File: config.mk
export PLATFORM = sky130hd
export DESIGN_NAME = life_row_engine
export DESIGN_NICKNAME = d
export VERILOG_FILES = /design/src/rtl/life_row_engine.sv
export SDC_FILE = /design/constraint.sdc
export NUM_CORES = 1
export LEC_CHECK = 0
export ABC_AREA = 1
export ABC_CLOCK_PERIOD_IN_PS = 9800
export BUFFER_PORTS_ARGS = -buffer_cell sky130_fd_sc_hd__buf_2
export CORE_ASPECT_RATIO = 1.1
export CORE_MARGIN = 3
export CORE_UTILIZATION = 50
export CTS_CLUSTER_SIZE = 16
export DETAILED_ROUTE_END_ITERATION = 10
export GPL_ROUTABILITY_DRIVEN = 1
export HOLD_SLACK_MARGIN = 0.06
export PLACE_DENSITY = 0.74
export SLEW_MARGIN = 20
export SYNTH_ARGS = -nofsm -noshare
export SYNTH_HDL_FRONTEND = slang
export SYNTH_SLANG_ARGS = --single-unit
File: constraint.sdc
create_clock -name clk -period 9.8 [get_ports clk]
set_input_delay 1.96 -clock clk [delete_from_list [all_inputs] [get_ports clk]]
set_output_delay 1.96 -clock clk [all_outputs]
set_load 0.1 [all_outputs]
File: src/rtl/life_row_engine.sv
// life_row_engine: streaming Game of Life (B3/S23) row engine, one cell in and
// one cell out per handshake, three row buffers sliding down the grid.
module life_row_engine #(
   parameter int WIDTH  = 16,
   parameter int HEIGHT = 16
) (
   input  logic clk,
   input  logic rst_n,
   input  logic in_valid,
   input  logic in_bit,
   output logic in_ready,
   output logic out_valid,
   output logic out_bit,
   input  logic out_ready,
   output logic out_last
);
   localparam int CW = (WIDTH  > 1) ? $clog2(WIDTH)  : 1;
   localparam int RW = (HEIGHT > 1) ? $clog2(HEIGHT) : 1;
   typedef enum logic [1:0] {LOAD, EMIT, FLUSH} state_t;
   state_t           r_state, w_state_nxt;
   logic [WIDTH-1:0] r_prv, r_cur, r_nxt, w_nxt_wr, w_s_row;
   logic [CW-1:0]    r_col;
   logic [RW-1:0]    r_row;
   logic             w_in_xfer, w_out_xfer, w_col_end, w_row_end, w_self;
   logic [WIDTH+1:0] w_n_sh, w_c_sh, w_s_sh;
   logic [7:0]       w_nb;
   logic [3:0]       w_cnt;

   assign w_col_end  = r_col == CW'(WIDTH - 1);
   assign w_row_end  = r_row == RW'(HEIGHT - 1);
   assign in_ready   = r_state == LOAD;
   assign out_valid  = r_state != LOAD;
   assign out_last   = (r_state == FLUSH) && w_col_end;
   assign w_in_xfer  = in_valid & in_ready;
   assign w_out_xfer = out_valid & out_ready;
   // Zero-padded rows shifted so the current column's 3-cell window sits at [2:0]
   assign w_s_row = (r_state == FLUSH) ? {WIDTH{1'b0}} : r_nxt;
   assign w_n_sh  = {1'b0, r_prv, 1'b0} >> r_col;
   assign w_c_sh  = {1'b0, r_cur, 1'b0} >> r_col;
   assign w_s_sh  = {1'b0, w_s_row, 1'b0} >> r_col;
   assign w_nb    = {w_s_sh[2:0], w_c_sh[2], w_c_sh[0], w_n_sh[2:0]};
   assign w_self  = w_c_sh[1];
   assign out_bit = out_valid & ((w_cnt == 4'd3) | (w_self & (w_cnt == 4'd2)));

   always_comb begin
      w_cnt = 4'd0;
      for (int i = 0; i < 8; i++) w_cnt = w_cnt + {3'b000, w_nb[i]};
   end

   always_comb begin
      w_nxt_wr        = r_nxt;
      w_nxt_wr[r_col] = in_bit;
   end

   always_comb begin
      w_state_nxt = r_state;
      unique case (r_state)
         LOAD:    if (w_in_xfer && w_col_end && r_row != '0) w_state_nxt = EMIT;
         EMIT:    if (w_out_xfer && w_col_end) w_state_nxt = w_row_end ? FLUSH : LOAD;
         FLUSH:   if (w_out_xfer && w_col_end) w_state_nxt = LOAD;
         default: w_state_nxt = LOAD;
      endcase
   end

   always_ff @(posedge clk or negedge rst_n) begin
      if (!rst_n) r_state <= LOAD;
      else        r_state <= w_state_nxt;
   end

   always_ff @(posedge clk or negedge rst_n) begin
      if (!rst_n) begin
         r_prv <= '0;
         r_cur <= '0;
         r_nxt <= '0;
         r_col <= '0;
         r_row <= '0;
      end else if (w_in_xfer) begin
         r_nxt <= w_nxt_wr;
         r_col <= w_col_end ? '0 : r_col + 1'b1;
         if (w_col_end && r_row == '0) begin
            r_prv <= '0;
            r_cur <= w_nxt_wr;
            r_row <= RW'(1);
         end
      end else if (w_out_xfer) begin
         r_col <= w_col_end ? '0 : r_col + 1'b1;
         if (w_col_end && r_state == FLUSH) begin
            r_prv <= '0;
            r_cur <= '0;
            r_nxt <= '0;
            r_row <= '0;
         end else if (w_col_end) begin
            r_prv <= r_cur;
            r_cur <= r_nxt;
            if (!w_row_end) r_row <= r_row + 1'b1;
         end
      end
   end
endmodule

## Word-level counts from Yosys, hierarchy flattened

Cells that the tools add are included.

| operators by class | value |
|---|---|
| multiplexer cells | 31 |
| add/subtract/negate cells | 9 |
| reduce and logical (&&, ||, !) cells | 17 |
| shift-type cells | 3 |
| bitwise operators | 5 |
| equal/unequal tests | 11 |
| $lt $le $gt $ge | 2 |

Operators by type and width:

| kind | count |
|---|---|
| $mux W16 | 14 |
| $shr A17 B4 Y3 | 3 |
| $mux W4 | 9 |
| $add A4 B1 Y4 | 4 |
| $bwmux W16 | 1 |
| $add A4 B1 Y4 const B | 2 |
| $eq A4 B2 Y1 const B | 2 |
| $eq A4 B4 Y1 const B | 2 |
| $mux W2 | 4 |
| $logic_and A1 B1 Y1 | 6 |
| $ne A2 B1 Y1 const B | 3 |
| $pmux W2 S3 | 1 |
| $reduce_and A3 Y1 | 2 |
| $reduce_bool A2 Y1 | 3 |
| $lt A4 B5 Y1 const B | 1 |
| $add A3 B1 Y4 | 1 |
| $and A1 B1 Y1 | 4 |
| $demux W1 S4 | 1 |
| $ge A4 B1 Y1 const B | 1 |
| $logic_not A4 Y1 | 1 |
| $reduce_and A4 Y1 | 1 |
| $reduce_bool A4 Y1 | 1 |
| $add A2 B1 Y3 | 1 |
| $ne A3 B3 Y1 const B | 1 |
| other kinds (9) | 9 |

| word-level totals | value |
|---|---|
| word-level logic and storage cells | 84 |
| bits in registers | 58 |
| output and inout port bits | 4 |
| input bits | 5 |

## Logic depth before layout (Yosys ltp)

Gate-level depths: netlist of run 1.

| logic depth | value |
|---|---|
| depth after elaboration | 12 |
| depth in mapped cells | 22 |
| depth with buffers taken out | 20 |

## Least setup slack after synthesis of run 1

OpenSTA, ideal clock, no wires.

| path | value |
|---|---|
| path type | register to output |
| from | reg r_col[1] |
| to | out out_bit |
| arrival | 4.972 ns |
| path slack | 2.868 ns |
| data required time | 7.840 ns |
| cell stages (with the launch flop) | 18 |
| path buffers | 3 |
| path through | dfrtp_1 > buf_2 > inv_1 > buf_2 > buf_2 > nand2_1 > o211ai_1 > nand4_1 > fa_1 > inv_1 > fa_1 > fa_1 > inv_1 > ha_1 > fa_1 > o21ai_0 > nand3_1 > nor2_1 |

| on the way | value |
|---|---|
| cells in the longest elaborated chain, start to end | 12 |
| elaborated cells between the ends (all ways) | 15 |
| those cells by class | 7 x add/sub; 2 x eq/ne; 3 x shift; 3 x bitwise |

RTL lines:

| what | RTL line | text |
|---|---|---|
| start, declared | 22 | `logic [CW-1:0] r_col;` |
| start signal, assigned | 79 | `r_col <= w_col_end ? '0 : r_col + 1'b1;` |
| start signal, assigned | 86 | `r_col <= w_col_end ? '0 : r_col + 1'b1;` |
| $shr A17 B4 Y3 | 38 | `assign w_n_sh = {1'b0, r_prv, 1'b0} >> r_col;` |
| $add A1 B1 Y2 | 47 | `for (int i = 0; i < 8; i++) w_cnt = w_cnt + {3'b000, w_nb[i]};` |
| $add A2 B1 Y3 | 47 |  |
| $add A3 B1 Y4 | 47 |  |
| $add A4 B1 Y4 (4 in series) | 47 |  |
| $eq A4 B2 Y1 | 43 | `assign out_bit = out_valid & ((w_cnt == 4'd3) \| (w_self & (w_cnt == 4'd2)));` |
| $and A1 B1 Y1 | 43 |  |
| $or A1 B1 Y1 (*) | 43 |  |
| $and A1 B1 Y1 (*) | 43 |  |
| end, declared | 13 | `output logic out_bit,` |

Every way passes the cells marked *; elsewhere a longest branch is shown, timed or not.

## Worst setup path in the final report of run 1

Ends and elaborated chain as after synthesis.

==> flow_summary_export.csv, run 1 <==
group,metric,value,unit
outcome,status,"complete, no violations",
detailed_routing,dr.max_layer_used,"met4",
clock_network,cts_tree,"yes",
timing,period_minus_slack,7.70,ns
clock_network,path_clk_slew,0.08,ns
detailed_routing,viasPerCell,5.84,
clock_network,cts_setup_buffers,0,
pwr,pwr_density_cell,420,mW/mm^2
die,die_h,102,um
setup_path,worst_setup_path_start_kind,"flip-flop",
global_routing,grt_first_pass_wirelength,19900,um
final_layout,drive_gt1_share,8.60,%
min_path,hp-start,"r_cur[0]$_DFFE_PN0P_",
detailed_routing,drc_errors,0,
detailed_routing,post_drt_wl_per_cell,16.8,um
timing,setup_viol,0,
pwr,p_sw_share,51.0,%
pwr,internal-power,928,uW
timing,fmax,130,MHz
detailed_routing,wl_met2,5690,um
clock_network,cts_buffer_depth,2,
logic_synthesis,ys_seq_elements,58,
detailed_routing,drtAntennaViolNets,0,
clock_network,cts_root_buf,"clkbuf_8",
die,ios,9,
logic_synthesis,syn_area,0.00421,sq mm
min_path,holdCritPathClass,"flip-flop to flip-flop",
die,start_util,52.4,%
logic_synthesis,syn_inst,631,
final_layout,n_antenna_cell,0,
timing,fin_setup_tns,0,ns
placed_design,portBuffers,8,
final_layout,nets,641,
die,core-area,0.00804,sq mm
timing,hold-worst-slack,0.522,ns
setup_path,critPathCaptureType,"output pin",
detailed_routing,wirelength,12300,um
timing,setup_ws,2.10,ns
detailed_routing,vias,4297,
die,die_w,93.5,um
timing,final_max_slew_viol_count,0,
pwr,ir_drop,0.000220,V
clock_network,insertion_delay,0.36,ns
die,num_rows,34,
logic_synthesis,synth.distinct_cells,28,
global_routing,grtUsageTotal,27.4,%
setup_path,crit_required,7.84,ns
timing,tightest_slew,0.995,ns
logic_synthesis,avgSynthCellArea,6.67,sq um
setup_path,path_max_fanout,30,
pwr,p_switching,964,uW
logic_synthesis,async_flop_share,100,%
setup_path,crit_arrival,5.74,ns
clock_network,hold_buffers,0,
setup_path,max_stage_delay,0.87,ns
logic_synthesis,yosysWarningCount,0,
timing,slew_headroom,33.5,%
clock_network,ctsResizeCount,0,
die,die_area,0.00956,sq mm
min_path,hold_depth,2,
logic_synthesis,yosysSeqAreaShare,34.5,%
clock_network,cts.sinks,58,
timing,fin_crit_sh,78.6,%
placed_design,gp_congestion,0.982,
setup_path,cp_cell_sequence,"inv_1 > nand2_1 > o21ai_0 > o21ai_0 > nand2_1 > inv_1 > nand2_1 > fa_1 > inv_1 > fa_1 > fa_1 > inv_1 > ha_1 > fa_1 > o21ai_0 > nand3_1 > nor2_1 > buf_2",
placed_design,dp_hpwl,8580,um
timing,final.setup_skew,0.0117,ns
clock_network,htree_levels,3,
pwr,p_clk_share,15.0,%
timing,rsz0062_at_grt,"no",
detailed_routing,met1_length,5150,um
global_routing,grt_pass1_vias,3867,
global_routing,grt_max_degree,63,
detailed_routing,drt_iter0_markers,567,
pwr,p_leak,0.00231,uW
placed_design,place_ws,2.52,ns
global_routing,grt_overflow,0,
pwr,seq_power_share,23.4,%
logic_synthesis,syn_nets,649,
flow_run,cap_violations,0,
final_layout,syn_to_final_growth,6.92,%
clock_network,cts_buffers,9,
logic_synthesis,synth_edf_count,0,
setup_path,crit_start,"r_col[1]$_DFFE_PN0N_",
detailed_routing,drtPass1Iterations,8,
global_routing,antenna_found_initial,0,
setup_path,r2r_cells,8,
timing,final_hold_viol_count,0,
setup_path,cp_slowest_cell,"dfrtp_1",
setup_path,critical_path_class,"flip-flop to output pin",
setup_path,r2r_start,"r_col[1]$_DFFE_PN0N_",
pwr,combPwrFrac,61.6,%
detailed_routing,wl_met3,1040,um
logic_synthesis,synth_flop_cell,"dfrtp_1",
[through the flow]
step	total power, uW	utilization (%)	cell area (sq um)	instances
floorplan	1310	-	4210	631
global placement	1540	52.9	4250	720
detailed placement	1580	52.9	4250	720
CTS	1870	56.0	4500	736
global route	2110	56.0	4500	736
finish	1890	56.0	4500	736
[cells in the final DEF (no fill, tap or decap), drive strengths merged, types with 4 or more instances in the layout]
| cell | n |
|---|---|
| buf | 11 |
| clkbuf | 10 |
| dfrtp | 58 |
| fa | 4 |
| ha | 9 |
| inv | 83 |
| nand2 | 191 |
| nand3 | 93 |
| nor2 | 32 |
| o211ai | 4 |
| o21ai | 112 |
| o22ai | 5 |
[cell type report]
type                       instances  area (sq um)
fill                             785          3540
multi-input combinational        460          2280
sequential                        58          1450
inverter                          83           317
clock buffer                      10           138
tap                              108           135
clock inverter                     6           114
timing repair buffer              11          62.6
[Yosys cell counts (5+ instances only)]
master    instances  area share, %
nand3_1          92             11
nand2_1         186             17
o22ai_1           5           0.74
clkbuf_1          7           0.62
o21ai_2          10            2.1
inv_1            77            6.9
buf_2            18            2.1
o21ai_1          30            3.6
dfrtp_1          58             34
ha_1              9            2.7
o21ai_0          72            8.6
nor2_1           28            2.5
[critical path: cells and delay by family, from the launching register on]
kind	cells	cell delay (ns)
flip-flops	1	0.87
buffers and inverters	5	1.19
AO/OA/AOI/OAI	3	0.45
adder cells (fa/ha/maj)	5	2.15
AND/OR/NAND/NOR	5	0.71
[power groups by stage]
| stage | sequential, uW | clock, uW | combinational, uW |
|---|---|---|---|
| 3_3_place_gp | 439 | 0 | 1100 |
| 4_1_cts | 440 | 286 | 1150 |
| 5_1_grt | 457 | 296 | 1360 |
| 2_1_floorplan | 396 | 0 | 912 |
| 3_5_place_dp | 443 | 0 | 1140 |
| 6_report | 444 | 283 | 1170 |
[state kept, by name (all words and copies together), names as in the netlist]
signal and flops:
r_state 2, r_cur 16, r_prv 16, r_nxt 16, r_col 4, r_row 4
[layer usage]
layer  up-vias  track usage (%)
li1       2023                -
met3        37             5.89
met1      2013             36.2
met4         0             11.6
met2       224             43.5
met5         -                0
[worst paths after layout]
kind	slack, ns	end
min	0.52	r_prv[0]$_DFFE_PN0P_
max reg2reg	6.88	r_nxt[1]$_DFFE_PN0P_
min in group asynchronous	1.74	r_prv[11]$_DFFE_PN0P_
min reg2reg	0.52	r_prv[0]$_DFFE_PN0P_
max	2.10	out_bit
max in group asynchronous	7.55	r_cur[0]$_DFFE_PN0P_
[logic make-up after synthesis]
group	share of synthesized area, %
compound gates	16.0
simple gates	33.0
buf+inv	11.3
fa+ha+maj	4.58
xor+xnor	0.624
flops	34.5
Power figures use the tool's default switching activity.
==> run 2, diff against run 1 <==
--- a/config.mk
+++ b/config.mk
@@ -6,7 +6,7 @@
 export NUM_CORES = 1
 export LEC_CHECK = 0
 export ABC_AREA = 1
-export ABC_CLOCK_PERIOD_IN_PS = 9800
+export ABC_CLOCK_PERIOD_IN_PS = 7800
 export BUFFER_PORTS_ARGS = -buffer_cell sky130_fd_sc_hd__buf_2
 export CORE_ASPECT_RATIO = 1.1
 export CORE_MARGIN = 3
==> constraint.sdc (replaced) <==
create_clock -name clk -period 7.8 [get_ports clk]
set_input_delay 1.56 -clock clk [delete_from_list [all_inputs] [get_ports clk]]
set_output_delay 1.56 -clock clk [all_outputs]
set_load 0.1 [all_outputs]
==> flow_summary_export.csv, run 2 (synthesized netlist as in run 1, its figures left out) <==
group,metric,value,unit
timing,final_hold_viol_count,0,
global_routing,use_met3,5.23,%
placed_design,gp_congestion,0.972,
clock_network,cts_tree,"yes",
clock_network,hold_buffers,0,
global_routing,antenna_found_initial,0,
timing,period_minus_slack,6.77,ns
flow_run,cap_violations,0,
global_routing,grt_pass1_vias,3884,
die,core-area,0.00804,sq mm
setup_path,critPathTopFamily,"adder cells",
timing,hold-worst-slack,0.526,ns
global_routing,grt_first_pass_wirelength,20000,um
clock_network,path_clk_slew,0.07,ns
clock_network,insertion_delay,0.36,ns
pwr,p_clk_share,11.3,%
pwr,combPwrFrac,64.2,%
clock_network,cts_setup_buffers,0,
clock_network,cts.sinks,58,
pwr,p_leak,0.00227,uW
detailed_routing,drtPass1Iterations,6,
timing,final_max_slew_viol_count,0,
clock_network,ctsResizeCount,0,
placed_design,portBuffers,8,
global_routing,grt_max_degree,63,
global_routing,grt_busiest_layer,"met2",
clock_network,htree_levels,3,
setup_path,rrSetupSlack,4.82,ns
setup_path,crit_required,6.24,ns
pwr,internal-power,1070,uW
setup_path,max_stage_delay,0.91,ns
detailed_routing,drtAntennaViolNets,0,
detailed_routing,wirelength,12100,um
final_layout,reg.largest.list,"r_cur x16, r_nxt x16, r_prv x16",
die,die_w,93.5,um
final_layout,fillers,787,
pwr,p_sw_share,53.3,%
final_layout,n_antenna_cell,0,
detailed_routing,drt_iter0_markers,498,
pwr,pwr_density_cell,515,mW/mm^2
final_layout,multi_input_area,0.00228,sq mm
min_path,holdCritPathClass,"flip-flop to flip-flop",
setup_path,crit_arrival,5.21,ns
detailed_routing,drc_errors,0,
setup_path,cp_cell_sequence,"nor2_1 > nand2_1 > o21ai_0 > o21ai_0 > nand2_1 > inv_1 > nand2_1 > fa_1 > inv_1 > fa_1 > fa_1 > inv_1 > ha_1 > fa_1 > o21ai_0 > nand3_1 > nor2_1 > buf_2",
timing,setup_viol,0,
pwr,p_switching,1220,uW
timing,fmax,148,MHz
timing,fin_crit_sh,86.8,%
setup_path,critical_path_class,"flip-flop to output pin",
timing,rsz0062_at_grt,"no",
timing,slew_headroom,34.0,%
pwr,seq_power_share,24.5,%
setup_path,worst_setup_path_start_kind,"flip-flop",
die,start_util,52.4,%
setup_path,path_buf_inv,4,
detailed_routing,post_drt_wl_per_cell,16.4,um
setup_path,crit_start,"r_col[1]$_DFFE_PN0N_",
global_routing,grtUsageTotal,27.0,%
clock_network,cts_buffers,9,
detailed_routing,vias,4243,
clock_network,cts_buffer_depth,2,
global_routing,use_met2,40.6,%
min_path,hp-start,"r_cur[15]$_DFFE_PN0P_",
setup_path,critPathMostFrequentCell,"fa_1",
setup_path,cp_slowest_cell,"dfrtp_1",
timing,final.setup_skew,0.0207,ns
setup_path,r2r_start,"r_col[1]$_DFFE_PN0N_",
final_layout,nets,642,
clock_network,cts_root_buf,"clkbuf_8",
setup_path,path_max_fanout,28,
outcome,status,"complete, no violations",
placed_design,dp_hpwl,8630,um
global_routing,grt_overflow,0,
timing,fin_setup_tns,0,ns
pwr,ir_drop,0.000334,V
timing,tightest_slew,0.988,ns
die,num_rows,34,
final_layout,final_cell_mix,"186 x nand2_1, 92 x nand3_1, 77 x inv_1, 72 x o21ai_0, 58 x dfrtp_1",
setup_path,critPathCaptureType,"output pin",
die,ios,9,
final_layout,seq_area,0.00145,sq mm
detailed_routing,viasPerCell,5.76,
final_layout,drive_gt1_share,8.74,%
die,die_h,102,um
global_routing,met1_usage,37.6,%
final_layout,syn_to_final_growth,5.38,%
die,die_area,0.00956,sq mm
final_layout,final_common_cell,"nand2_1",
==> run 2: cell count changes in the layout (fill, tap and decap cells not counted) <==
cell / change
bufinv_16: -3
buf_4: +1
clkbuf_8: -1
clkinvlp_4: +3
inv_6: +1
==> run 2: power groups by stage <==
stage	combinational, uW	clock (uW)	sequential [uW]
3_5_place_dp	1440	0	562
2_1_floorplan	1150	0	498
5_1_grt	1710	272	574
3_3_place_gp	1380	0	559
6_report	1470	258	559
4_1_cts	1450	259	556
==> run 2: final cells by class <==
type / instances / share of cell area, %
clock buffer: 9 / 2.79
clock inverter: 7 / 1.24
timing repair buffer: 12 / 1.58
inverter: 83 / 7.13
tap: 108 / 3.05
multi-input combinational: 460 / 51.5
sequential: 58 / 32.7
==> run 2: through the flow <==
step | cell area (sq um) | utilization (%) | total power [uW] | setup WS, ns | instances
3_5_place_dp | 4260 | 53.0 | 2000 | 1.38 | 721
3_3_place_gp | 4260 | 53.0 | 1940 | 1.50 | 721
5_1_grt | 4440 | 55.2 | 2560 | 0.656 | 737
4_1_cts | 4440 | 55.2 | 2260 | 1.02 | 737
6_report | 4440 | 55.2 | 2280 | 1.03 | 737
2_1_floorplan | 4210 | - | 1640 | 1.27 | 631
==> run 2: path summary, 6_finish.rpt <==
check,endpoint,cells after the start
min,r_prv[15]$_DFFE_PN0P_,2
min reg2reg,r_prv[15]$_DFFE_PN0P_,2
max,out_bit,18
min in group asynchronous,r_cur[7]$_DFFE_PN0P_,2
max reg2reg,r_nxt[3]$_DFFE_PN0P_,8
max in group asynchronous,r_col[3]$_DFFE_PN0N_,2
==> run 2: worst register-to-register path, cell delays in order, from the launching register on <==
cell and delay (ns):
dfrtp_1 0.91, ha_1 0.51, inv_2 0.15, nor2_8 0.19, nand2_4 0.08, nand2_4 0.20
inv_4 0.15, nor2_4 0.45, o21ai_0 0.18
==> run 2: layer usage <==
layer / part of all wire (%) / routed length (um)
met2: 45 / 5380
met1: 44 / 5270
met5: 0 / 0
met3: 8.3 / 1010
met4: 3.5 / 417
==> run 3, diff against run 2 <==
--- a/config.mk
+++ b/config.mk
@@ -9,7 +9,6 @@
 export ABC_CLOCK_PERIOD_IN_PS = 7800
 export BUFFER_PORTS_ARGS = -buffer_cell sky130_fd_sc_hd__buf_2
 export CORE_ASPECT_RATIO = 1.1
-export CORE_MARGIN = 3
 export CORE_UTILIZATION = 50
 export CTS_CLUSTER_SIZE = 16
 export DETAILED_ROUTE_END_ITERATION = 10
==> flow_summary_export.csv, run 3 (synthesized netlist as in run 1, its figures left out) <==
group,metric,value,unit
die,ios,9,
final_layout,final_cell_mix,"186 x nand2_1, 92 x nand3_1, 77 x inv_1, 72 x o21ai_0, 58 x dfrtp_1",
die,core-area,0.00804,sq mm
timing,setup_viol,0,
timing,fin_crit_sh,89.2,%
timing,final_hold_viol_count,0,
clock_network,ctsResizeCount,0,
outcome,status,"complete, no violations",
setup_path,max_stage_delay,0.88,ns
global_routing,use_met2,47.2,%
setup_path,critPathTopFamily,"adder cells",
clock_network,cts_buffers,9,
min_path,holdCritPathClass,"flip-flop to flip-flop",
global_routing,use_met3,6.00,%
detailed_routing,drt_iter0_markers,388,
detailed_routing,vias,4177,
final_layout,reg.largest.list,"r_cur x16, r_nxt x16, r_prv x16",
detailed_routing,drtAntennaViolNets,0,
global_routing,antenna_found_initial,0,
final_layout,final_common_cell,"nand2_1",
final_layout,nets,643,
clock_network,cts_buffer_depth,2,
die,die_h,98.2,um
setup_path,critPathMostFrequentCell,"fa_1",
global_routing,met1_usage,41.6,%
clock_network,cts_root_buf,"clkbuf_8",
setup_path,cp_cell_sequence,"inv_2 > nand2_1 > o22ai_1 > o21ai_0 > nand2_1 > inv_1 > nand2_1 > fa_1 > inv_1 > fa_1 > fa_1 > inv_1 > ha_1 > fa_1 > o21ai_0 > nand3_1 > nor2_1 > buf_2",
die,num_rows,34,
final_layout,syn_to_final_growth,6.69,%
global_routing,grt_pass1_vias,3975,
pwr,pwr_density_cell,521,mW/mm^2
pwr,p_leak,0.00231,uW
setup_path,cp_slowest_cell,"dfrtp_1",
final_layout,n_antenna_cell,0,
timing,tightest_slew,1.02,ns
global_routing,grtUsageTotal,30.5,%
flow_run,cap_violations,0,
global_routing,grt_busiest_layer,"met2",
clock_network,cts_setup_buffers,0,
setup_path,path_max_fanout,26,
clock_network,htree_levels,3,
detailed_routing,drc_errors,0,
final_layout,final_area,0.00449,sq mm
die,start_util,52.4,%
timing,slew_headroom,32.1,%
timing,period_minus_slack,6.96,ns
placed_design,postPlaceCellArea,0.00427,sq mm
detailed_routing,wirelength,12000,um
clock_network,cts.sinks,58,
die,die_w,89.5,um
final_layout,drive_gt1_share,8.89,%
detailed_routing,drtPass1Iterations,5,
clock_network,insertion_delay,0.35,ns
setup_path,critical_path_class,"flip-flop to output pin",
die,die_area,0.00879,sq mm
placed_design,portBuffers,8,
detailed_routing,post_drt_wl_per_cell,16.3,um
timing,final.setup_skew,0.00672,ns
timing,fmax,144,MHz
clock_network,hold_buffers,0,
global_routing,grt_first_pass_wirelength,20000,um
setup_path,critPathCaptureType,"output pin",
timing,final_max_slew_viol_count,0,
clock_network,cts_tree,"yes",
timing,rsz0062_at_grt,"no",
setup_path,path_buf_inv,5,
setup_path,worst_setup_path_start_kind,"flip-flop",
pwr,ir_drop,0.000265,V
timing,fin_setup_tns,0,ns
clock_network,path_clk_slew,0.07,ns
global_routing,grt_overflow,0,
global_routing,grt_max_degree,63,
setup_path,crit_arrival,5.40,ns
setup_path,crit_required,6.24,ns
detailed_routing,viasPerCell,5.66,
placed_design,dp_hpwl,8550,um
placed_design,gp_congestion,0.922,
-- run 3: cell types whose count changed in the layout (fill, tap and decap cells not counted), sizes merged --
cell,change
clkinvlp,-3
clkbuf,+1
buf,+1
bufinv,+2
-- run 3: cell type report --
class / count / area (sq um)
Inverter: 83 / 317
Timing Repair Buffer: 13 / 77.6
Clock inverter: 6 / 88.8
Fill cell: 768 / 3550
Tap cell: 108 / 135
Clock buffer: 10 / 138
Multi-Input combinational cell: 460 / 2280
Sequential cell: 58 / 1450
-- run 3: final timing paths --
path,slack [ns],depth (start not counted),start,endpoint
max,0.84,18,r_col[0]$_DFFE_PN0N_,out_bit
min,0.52,2,r_cur[3]$_DFFE_PN0P_,r_prv[3]$_DFFE_PN0P_
max reg2reg,4.93,8,r_col[0]$_DFFE_PN0N_,r_nxt[3]$_DFFE_PN0P_
min reg2reg,0.52,2,r_cur[3]$_DFFE_PN0P_,r_prv[3]$_DFFE_PN0P_
max in group asynchronous,5.95,2,rst_n,r_prv[9]$_DFFE_PN0P_
min in group asynchronous,1.36,2,rst_n,r_prv[4]$_DFFE_PN0P_
-- run 3: power breakdown --
part / total (uW) / internal [uW] / leakage, uW / switching [uW]
combinational: 1470 / 532 / 0.00155 / 934
clock: 325 / 189 / 0.000109 / 136
sequential: 549 / 428 / 0.000657 / 121
-- run 3: routing by layer --
layer | up-vias | share of wire (%)
li1 | 2020 | -
met1 | 1942 | 44
met2 | 188 | 46
met3 | 27 | 6.7
met4 | 0 | 3.0
met5 | - | 0
-- run 3: stage by stage --
stage          cells  setup slack [ns]  util, %  total power, uW  hold slack [ns]
3_5_place_dp     722              1.28     53.1             2000            0.500
2_1_floorplan    631              1.27        -             1640            0.484
5_1_grt          738             0.332     55.9             2610            0.546
6_report         738             0.840     55.9             2340            0.515
3_3_place_gp     722              1.35     53.1             1940            0.495
4_1_cts          738             0.884     55.9             2330            0.518
-- run 3: worst min-delay path: stages (launching register included) --
cell and delay (ns):
dfrtp_1 0.34, nand3_1 0.07, o21ai_1 0.06
